[src/rtl/uart_pkg.sv]
// Shared UART definitions: transmit FSM states, parity modes and baud divisor helper.
package uart_pkg;

  typedef enum logic [2:0] {
    ST_IDLE,
    ST_START,
    ST_DATA,
    ST_PARITY,
    ST_STOP
  } uart_tx_state_t;

  localparam int PARITY_NONE = 0;
  localparam int PARITY_EVEN = 1;
  localparam int PARITY_ODD  = 2;

  function automatic int clks_per_bit(input int clk_freq, input int baud);
    return clk_freq / baud;
  endfunction

endpackage

[src/rtl/uart_baud_tick.sv]
// Bit-period divider: counts 0..CLKS_PER_BIT-1 and flags the terminal count for one cycle.
module uart_baud_tick #(
  parameter int CLKS_PER_BIT = 868
) (
  input  logic clk,
  input  logic rst,
  input  logic clr_i,
  output logic tick_o
);

  localparam int CW = $clog2(CLKS_PER_BIT);
  localparam logic [CW-1:0] TERM = CW'(CLKS_PER_BIT - 1);

  logic [CW-1:0] cnt_q;

  assign tick_o = (cnt_q == TERM);

  always_ff @(posedge clk or posedge rst) begin
    if (rst) begin
      cnt_q <= '0;
    end else if (clr_i || tick_o) begin
      cnt_q <= '0;
    end else begin
      cnt_q <= cnt_q + 1'b1;
    end
  end

endmodule

[src/rtl/uart_tx.sv]
// UART transmitter: start bit, LSB-first data, optional parity, stop bit(s) from a valid/ready stream.
module uart_tx
  import uart_pkg::*;
#(
  parameter int CLK_FREQ  = 100_000_000,
  parameter int BAUD_RATE = 115_200,
  parameter int DATA_BITS = 8,
  parameter int PARITY    = 0,
  parameter int STOP_BITS = 1
) (
  input  logic                 clk,
  input  logic                 rst,
  input  logic [DATA_BITS-1:0] tx_data,
  input  logic                 tx_valid,
  output logic                 tx_ready,
  output logic                 tx,
  output logic                 tx_busy
);

  localparam int CPB = clks_per_bit(CLK_FREQ, BAUD_RATE);
  localparam int BCW = $clog2(DATA_BITS + 1);
  localparam logic [BCW-1:0] LAST_DATA = BCW'(DATA_BITS - 1);
  localparam logic [BCW-1:0] LAST_STOP = BCW'(STOP_BITS - 1);

  uart_tx_state_t       state_q;
  logic [DATA_BITS-1:0] shift_q;
  logic [BCW-1:0]       bit_cnt_q;
  logic                 par_q;
  logic                 tx_q;
  logic                 busy_q;
  logic                 tick;
  logic                 accept;
  logic                 last_stop;
  logic                 par_bit;

  // Ready opens in the final stop cycle so a waiting byte follows with no idle gap.
  assign last_stop = (state_q == ST_STOP) && tick && (bit_cnt_q == LAST_STOP);
  assign tx_ready  = !rst && ((state_q == ST_IDLE) || last_stop);
  assign accept    = tx_valid && tx_ready;
  assign par_bit   = (PARITY == PARITY_ODD) ? ~par_q : par_q;
  assign tx        = tx_q;
  assign tx_busy   = busy_q;

  uart_baud_tick #(
    .CLKS_PER_BIT(CPB)
  ) u_baud (
    .clk   (clk),
    .rst   (rst),
    .clr_i (accept || (state_q == ST_IDLE)),
    .tick_o(tick)
  );

  // Line and busy are registered from the current state, so both lag the FSM by one cycle.
  always_ff @(posedge clk or posedge rst) begin
    if (rst) begin
      state_q   <= ST_IDLE;
      shift_q   <= '0;
      bit_cnt_q <= '0;
      par_q     <= 1'b0;
      tx_q      <= 1'b1;
      busy_q    <= 1'b0;
    end else begin
      busy_q <= (state_q != ST_IDLE);
      case (state_q)
        ST_START:  tx_q <= 1'b0;
        ST_DATA:   tx_q <= shift_q[0];
        ST_PARITY: tx_q <= par_bit;
        default:   tx_q <= 1'b1;
      endcase

      if (accept) begin
        state_q   <= ST_START;
        shift_q   <= tx_data;
        bit_cnt_q <= '0;
        par_q     <= 1'b0;
      end else if (tick) begin
        case (state_q)
          ST_START: state_q <= ST_DATA;
          ST_DATA: begin
            shift_q <= shift_q >> 1;
            par_q   <= par_q ^ shift_q[0];
            if (bit_cnt_q == LAST_DATA) begin
              bit_cnt_q <= '0;
              state_q   <= (PARITY == PARITY_NONE) ? ST_STOP : ST_PARITY;
            end else begin
              bit_cnt_q <= bit_cnt_q + 1'b1;
            end
          end
          ST_PARITY: state_q <= ST_STOP;
          ST_STOP: begin
            if (bit_cnt_q == LAST_STOP) begin
              bit_cnt_q <= '0;
              state_q   <= ST_IDLE;
            end else begin
              bit_cnt_q <= bit_cnt_q + 1'b1;
            end
          end
          default: state_q <= ST_IDLE;
        endcase
      end
    end
  end

endmodule

[config.mk]
export PLATFORM = sky130hd
export DESIGN_NAME = uart_tx
export DESIGN_NICKNAME = d
export VERILOG_FILES = /design/src/rtl/uart_pkg.sv /design/src/rtl/uart_baud_tick.sv /design/src/rtl/uart_tx.sv
export SDC_FILE = /design/constraint.sdc
export NUM_CORES = 1
export LEC_CHECK = 0
export ABC_AREA = 1
export BUFFER_PORTS_ARGS = -buffer_cell sky130_fd_sc_hd__buf_2
export CAP_MARGIN = 20
export CORE_ASPECT_RATIO = 1.2
export CORE_MARGIN = 2
export CORE_UTILIZATION = 60
export CTS_CLUSTER_DIAMETER = 50
export DETAILED_ROUTE_END_ITERATION = 7
export MAX_ROUTING_LAYER = met4
export PLACE_DENSITY = 0.8
export SYNTH_ARGS = -nofsm -noshare
export SYNTH_HDL_FRONTEND = slang
export SYNTH_HIERARCHICAL = 1
export SYNTH_SLANG_ARGS = --single-unit
export TNS_END_PERCENT = 100
[constraint.sdc]
create_clock -name clk -period 4.04 [get_ports clk]
set_input_delay 0.808 -clock clk [delete_from_list [all_inputs] [get_ports clk]]
set_output_delay 0.808 -clock clk [all_outputs]
set_load 0.05 [all_outputs]
# --- Yosys cells after proc, flatten, opt, wreduce, memory -nomap -nowiden ---
# Index checks and enable logic that the tools add are counted.
op_classes:
  n_addsub: 2
  n_eq_ne: 8
  mux: 18
  bitwise_logic: 1
  n_reduce_logical: 17
ops:
  columns: ["op", "count"]
  rows:
  - ["two-way mux 8 bit", 3]
  - ["two-way mux 4 bit", 4]
  - ["two-way mux 3 bit", 4]
  - ["case mux 3 bit (4 select lines)", 1]
  - ["adder 10 x 1 -> 10 bit, second input constant", 1]
  - ["== test 10 bit, second input constant", 1]
  - ["two-way mux 10 bit", 1]
  - ["case mux 4 bit (2 select lines)", 1]
  - ["== test 3 x 2 -> 1 bit, second input constant", 2]
  - ["nonzero test 3 bit", 2]
  - ["adder 4 x 1 -> 4 bit, second input constant", 1]
  - ["== test 4 x 3 -> 1 bit, second input constant", 1]
  - ["logical AND 1 bit", 4]
  - ["zero test 4 bit", 1]
  - ["AND reduction 2 bit", 2]
  - ["nonzero test 2 bit", 2]
  - ["== test 3 x 1 -> 1 bit, second input constant", 1]
  - ["== test 3 bit, second input constant", 1]
  - ["zero test 3 bit", 1]
  - ["logical OR 1 bit", 3]
  - ["two-way mux 1 bit", 3]
  - ["!= test 3 x 2 -> 1 bit, second input constant", 1]
  - ["!= test 3 bit, second input constant", 1]
  - ["case mux 1 bit (3 select lines)", 1]
  - ["3 further kinds", 3]
word_totals:
  regBits: 28
  input_bits: 11
  output_inout_bits: 3
  word_cells: 53

# --- Depth between registers and ports, before layout ---
# Gate-level depths: netlist (run 1).
logic_depth:
  ltp_word: 9
  mapped_depth: 11
  depth_no_buf: 10

# --- By module ---
# Netlist (run 1), hierarchy kept.
by_module_without_submodules:
  columns: ["mod", "instances", "cells_each", "area_per_inst_um2", "seq_area_each_um2"]
  rows:
  - ["uart_tx", 1, 121, 1021.0, 451.7]
  - ["uart_baud_tick", 1, 79, 583.1, 250.2]

# --- Worst setup path before layout (run 1) ---
# Ideal clock, no wire load.
synth_timing:
  kind: "reg2out"
  start: "register u_baud.cnt_q[0]"
  end: "output port tx_ready"
  t_arrival_ns: 1.952
  required_time_ns: 3.232
  setup_slack_ns: 1.280
  path_stages_with_launch: 7
  n_path_buf: 0
  path_cell_list: "dfrtp_1 > ha_1 > nand3_1 > nor4_1 > nand3_4 > o21ai_4 > and2_1"
synth_between:
  elab_chain_cells: 5
synth_rtl:
  columns: ["element", "line", "rtl"]
  rows:
  - ["from (decl)", "uart_baud_tick.sv:14", "logic [CW-1:0] cnt_q;"]
  - ["from (signal assigned)", "uart_baud_tick.sv:24", "cnt_q <= cnt_q + 1'b1;"]
  - ["== test 10 bit", "uart_baud_tick.sv:16", "assign tick_o = (cnt_q == TERM);"]
  - ["named net tick", "uart_tx.sv:31", "logic tick;"]
  - ["logical AND 1 bit (2 in series)", "uart_tx.sv:37", "assign last_stop = (state_q == ST_STOP) && tick && (bit_cnt_q == LAST_STOP);"]
  - ["logical OR 1 bit", "uart_tx.sv:38", "assign tx_ready = !rst && ((state_q == ST_IDLE) || last_stop);"]
  - ["logical AND 1 bit", "uart_tx.sv:38", null]
  - ["to (decl)", "uart_tx.sv:15", "output logic tx_ready,"]
# The timed path passes the listed nets, and every way through them passes these cells.

# --- Final worst setup path (run 1) ---
# Same ends and word-level chain as after synthesis.

==> results of run 1 <==
cell type report:
class                   instances  area (um2)  area share, %
well taps                      33        41.3           2.35
clock inverters                 1        30.0           1.71
flip-flops and latches         28         702           39.9
multi-input cells             136         759           43.2
repair buffers                 14        72.6           4.13
clock buffers                   3        22.5           1.28
inverters                      35         131           7.47
report_power, final:
part / total [mW] / switching [mW] / internal, mW / leakage [nW]
clock: 0.183 / 0.0823 / 0.100 / 0.0279
combinational: 0.0124 / 0.00816 / 0.00425 / 0.526
sequential: 0.280 / 0 / 0.280 / 0.331
layer usage:
layer / vias to the layer above / global-route usage (%) / routed length, um / share of wire, %
met3: 2 / 2.71 / 81 / 2.7
met4: 0 / 9.65 / 20 / 0.67
met1: 626 / 27.5 / 1360 / 45
met2: 29 / 42.3 / 1540 / 51
met5: - / - / 0 / 0
li1: 668 / - / - / -
through the flow:
stage          util [%]  std cells  setup slack, ns  hold slack [ns]  power [mW]
2_1_floorplan         -        200             1.28            0.453       0.291
3_3_place_gp       67.5        246             1.19            0.464       0.298
3_5_place_dp       67.5        246             1.13            0.474       0.298
4_1_cts            69.6        250            0.720            0.437       0.477
5_1_grt            69.6        250            0.522            0.431       0.494
6_report           69.6        250            0.736            0.437       0.475
worst max-delay path by stage:
stage / endpoint / slack (ns) / depth (start not counted)
CTS: tx_ready / 0.72 / 7
detailed placement: tx_ready / 1.13 / 7
global route: tx_ready / 0.52 / 7
finish: tx_ready / 0.74 / 7
global placement: tx_ready / 1.19 / 7
floorplan: tx_ready / 1.28 / 6
critical path: stages (launching register included):
cell and delay [ns]:
dfrtp_1 0.41, ha_1 0.24, nand3_1 0.10, nor4_1 0.60
nand3_4 0.19, o21ai_4 0.21, and2_1 0.16, buf_2 0.26
synth_stat cells (all sizes together):
library cell	count	area (um2)
and2	1	6.26
nor2	38	170
o21bai	6	45.0
nand3	14	100
nor4	1	6.26
dfrtp	27	676
nand4	8	50.1
a21oi	4	20.0
clkinv	2	7.51
ha	3	37.5
buf	1	11.3
o211ai	4	30.0
nand2	41	169
xor2	4	35.0
inv	33	124
o21ai	8	51.3
nor3	2	21.3
xnor2	2	17.5
dfstp	1	26.3
cell families (layout without fill, tap and decap cells):
family / after synthesis / count (layout) / synth area share [%]
compound gates: 22 / 22 / 9.13
buf+inv: 36 / 53 / 8.89
xor+xnor: 6 / 6 / 3.28
simple gates: 105 / 105 / 32.6
fa+ha+maj: 3 / 3 / 2.34
flops: 28 / 28 / 43.8
state kept, by name (all words and copies together), names as in the netlist:
signal	flops
bit_cnt_q	4
par_bit	1
shift_q	8
state_q	3
tx	1
tx_busy	1
u_baud/cnt_q	10
==> flow_summary.json, run 1 <==
{
  "drt_iter0_drc": 37,
  "postRouteAntennaNets": 0,
  "crit_path_max_fanout": 6,
  "syn-num-nets": 214,
  "r2r_setup_slack_ns": 1.54,
  "h-tree-depth": 1,
  "timing.final.crit_share_pct": 81.8,
  "clockBufferDepth": 2,
  "wl_mm": 3.01,
  "tns_ns": 0,
  "grt_use_total_pct": 23.8,
  "start_util_pct": 63.5,
  "detail_route.vias_per_cell": 5.30,
  "dpl_cell_area_um2": 1710,
  "rr_worst_depth": 10,
  "yosysUniqueCellTypes": 29,
  "netlist_area_um2": 1600,
  "post-route-min-period_ns": 3.30,
  "cts_tree": "built",
  "maxCapViolCount": 0,
  "routed-via-count": 1325,
  "required_ns": 3.23,
  "syn_avg_cell_area_um2": 8.02,
  "die_x_um": 51.2,
  "cts_resized": 0,
  "layout_common_cells": "37 x nand2_1, 31 x inv_1, 31 x nor2_1",
  "die_area_um2": 3100,
  "fmax_mhz": 303,
  "hp-class": "in -> async",
  "io_pins": 14,
  "status": "finished clean",
  "rows": 20,
  "area_growth_pct": 9.67,
  "final_nets": 232,
  "diodes": 0,
  "core_area_um2": 2530,
  "hold_buffers": 0,
  "hold_viol": 0,
  "drtPass1Iterations": 4,
  "critPathKind": "reg -> out",
  "clkLatencyLatePin_ns": 0.32,
  "crit_path_start_kind": "flop",
  "numPortBuffers": 13,
  "clock_sinks": 28,
  "overflow": 0,
  "die_h_um": 60.6,
  "setup_viol": 0,
  "grt_setup_unrepaired": "false",
  "root_buffer": "clkbuf_4",
  "gp_congestion": 0.896,
  "worstSetupStartpoint": "u_baud/cnt_q[0]",
  "clock_skew_ns": 0.00191,
  "fin_area_um2": 1760,
  "grt_pass1_wl_mm": 5.38,
  "first_global_vias": 1363,
  "p_leak_nw": 0.886,
  "ir_drop_mv": 0.280,
  "drive_gt1_share_pct": 17.1,
  "grt_max_degree": 22,
  "ys_seq_area_share_pct": 43.8,
  "post_cts_buffers": 0,
  "nFillCells": 206,
  "yosysWarningCount": 6,
  "tightest_slew_ns": 0.777,
  "drc": 0,
  "slew_headroom_pct": 47.7,
  "final_max_slew_viol_count": 0,
  "crit_path_end_kind": "primary output",
  "dpl.hpwl_mm": 2.30,
  "crit_arrival_ns": 2.50,
  "r2r_end": "u_baud/cnt_q[2]",
  "avgRoutedWirePerCell_um": 12.0,
  "clkSlewWorstSetupHoldPaths_ns": 0.15,
  "r2r-start": "u_baud/cnt_q[0]",
  "layout_commonest_cell": "nand2_1",
  "p_per_area_nw_per_um2": 270,
  "synth_seq_cells": 28,
  "cts_made_buffers": 3,
  "antenna_found_initial": 0,
  "synth_cells": 200
}
(Power assumes the default switching activity.)
==> inputs of run 2 (changes only) <==
--- a/config.mk
+++ b/config.mk
@@ -10,11 +10,11 @@
 export CAP_MARGIN = 20
 export CORE_ASPECT_RATIO = 1.2
 export CORE_MARGIN = 2
-export CORE_UTILIZATION = 60
+export CORE_UTILIZATION = 53
 export CTS_CLUSTER_DIAMETER = 50
 export DETAILED_ROUTE_END_ITERATION = 7
 export MAX_ROUTING_LAYER = met4
-export PLACE_DENSITY = 0.8
+export PLACE_DENSITY = 0.75
 export SYNTH_ARGS = -nofsm -noshare
 export SYNTH_HDL_FRONTEND = slang
 export SYNTH_HIERARCHICAL = 1
==> constraint.sdc (replaced) <==
create_clock -name clk -period 3 [get_ports clk]
set_input_delay 0.6 -clock clk [delete_from_list [all_inputs] [get_ports clk]]
set_output_delay 0.6 -clock clk [all_outputs]
set_load 0.05 [all_outputs]
==> run 2 against run 1 <==
Compared with the run above: die area up 12%; sequential power up 35%; flip-flop and latch count stayed put; wire length decreased by 0.90%; combinational power up 33%; critical path type unchanged; largest cell class unchanged.
==> flow_summary.json, run 2 (synthesized netlist as in run 1, its figures left out) <==
{
  "layout_commonest_cell": "nand2_1",
  "clock_skew_ns": 0.00130,
  "p_per_area_nw_per_um2": 326,
  "clkLatencyLatePin_ns": 0.31,
  "grt_pass1_wl_mm": 5.34,
  "antenna_found_initial": 0,
  "avgRoutedWirePerCell_um": 11.8,
  "numPortBuffers": 13,
  "root_buffer": "clkbuf_4",
  "die_x_um": 54.2,
  "crit_path_max_fanout": 6,
  "ir_drop_mv": 0.281,
  "tns_ns": 0,
  "gp_congestion": 0.849,
  "area_growth_pct": 9.59,
  "grt_max_degree": 20,
  "postRouteAntennaNets": 0,
  "crit_path_end_kind": "primary output",
  "crit_path_start_kind": "flop",
  "largest-register": "u_baud/cnt_q",
  "clockBufferDepth": 2,
  "final_max_slew_viol_count": 0,
  "required_ns": 2.40,
  "grt_use_total_pct": 20.7,
  "dpl_cell_area_um2": 1720,
  "clkSlewWorstSetupHoldPaths_ns": 0.14,
  "diodes": 0,
  "grt_setup_unrepaired": "false",
  "reg.largest.list": "u_baud/cnt_q: 10 flops, shift_q: 8 flops, bit_cnt_q: 4 flops",
  "largest_register_ffs": 10,
  "drtPass1Iterations": 4,
  "hp-class": "in -> async",
  "drc": 0,
  "rows": 21,
  "nFillCells": 247,
  "fin_area_um2": 1760,
  "setup_viol": 0,
  "slew_headroom_pct": 75.7,
  "cts_tree": "built",
  "detail_route.vias_per_cell": 5.25,
  "die_h_um": 64.3,
  "hold_viol": 0,
  "routed-via-count": 1323,
  "status": "finished clean",
  "cts_made_buffers": 3,
  "crit_arrival_ns": 2.21,
  "tightest_slew_ns": 0.363,
  "first_global_vias": 1316,
  "clock_sinks": 28,
  "r2r_setup_slack_ns": 0.77,
  "overflow": 0,
  "io_pins": 14,
  "h-tree-depth": 1,
  "maxCapViolCount": 0,
  "critPathKind": "reg -> out",
  "fmax_mhz": 355,
  "drt_iter0_drc": 35,
  "core_area_um2": 2840,
  "post-route-min-period_ns": 2.81,
  "wl_mm": 2.98,
  "final_nets": 233,
  "die_area_um2": 3480,
  "p_leak_nw": 0.884,
  "timing.final.crit_share_pct": 93.8,
  "drive_gt1_share_pct": 17.9,
  "layout_common_cells": "37 x nand2_1, 31 x inv_1, 31 x nor2_1",
  "start_util_pct": 56.5,
  "dpl.hpwl_mm": 2.30
}
-- run 2: metrics by stage --
stage / utilization [%] / cells / hold slack (ns) / setup slack [ns] / power, mW
global route: 61.9 / 252 / 0.228 / 0.0259 / 0.596
global placement: 60.4 / 248 / 0.466 / 0.577 / 0.401
finish: 61.9 / 252 / 0.208 / 0.186 / 0.573
floorplan: - / 200 / 0.440 / 0.448 / 0.391
CTS: 61.7 / 252 / 0.202 / 0.142 / 0.582
detailed placement: 60.4 / 248 / 0.473 / 0.547 / 0.402
-- run 2: worst max-delay path: stages, from the launching register on --
cell	delay, ns
dfrtp_1	0.41
ha_1	0.24
nand3_1	0.13
nor4_2	0.20
buf_4	0.19
nand3_4	0.11
o21ai_4	0.19
and2_1	0.17
buf_2	0.26
-- run 2: timing repair --
action,4_1_cts,5_1_grt
setup buffers,0,0
resized for setup,0,1
hold endpoints to repair,0,0
hold buffers,0,0
endpoints found under the setup margin,0,1
-- run 2: area by class of cell --
type	instances	area, um2	share of cell area [%]
multi-input cells	136	766	43.6
well taps	34	42.5	2.42
flip-flops and latches	28	702	39.9
inverters	35	131	7.47
clock buffers	4	36.3	2.06
repair buffers	15	80.1	4.56
-- run 2: where the power goes --
group / leakage (nW) / internal [mW] / switching (mW)
Combinational: 0.532 / 0.00568 / 0.0109
Sequential: 0.331 / 0.378 / 0
Clock: 0.0210 / 0.0741 / 0.105
-- run 2: path summary, 6_finish.rpt --
kind,depth (start not counted),endpoint,startpoint
min in group clk,1,u_baud/cnt_q[0],u_baud/cnt_q[0]
max in group asynchronous,3,tx,rst
worst min-delay path,2,shift_q[3],rst
worst max-delay path,8,tx_ready,u_baud/cnt_q[0]
worst max register to register,11,u_baud/cnt_q[7],u_baud/cnt_q[0]
worst min register to register,1,u_baud/cnt_q[0],u_baud/cnt_q[0]
-- run 2: layer usage --
| layer | wire length [um] | part of all wire (%) | vias up | global-route usage [%] |
|---|---|---|---|---|
| li1 | - | - | 670 | - |
| met1 | 1300 | 44 | 628 | 23.2 |
| met2 | 1580 | 53 | 21 | 37.3 |
| met3 | 69 | 2.3 | 4 | 2.10 |
| met4 | 29 | 0.97 | 0 | 5.63 |
| met5 | 0 | 0 | - | - |
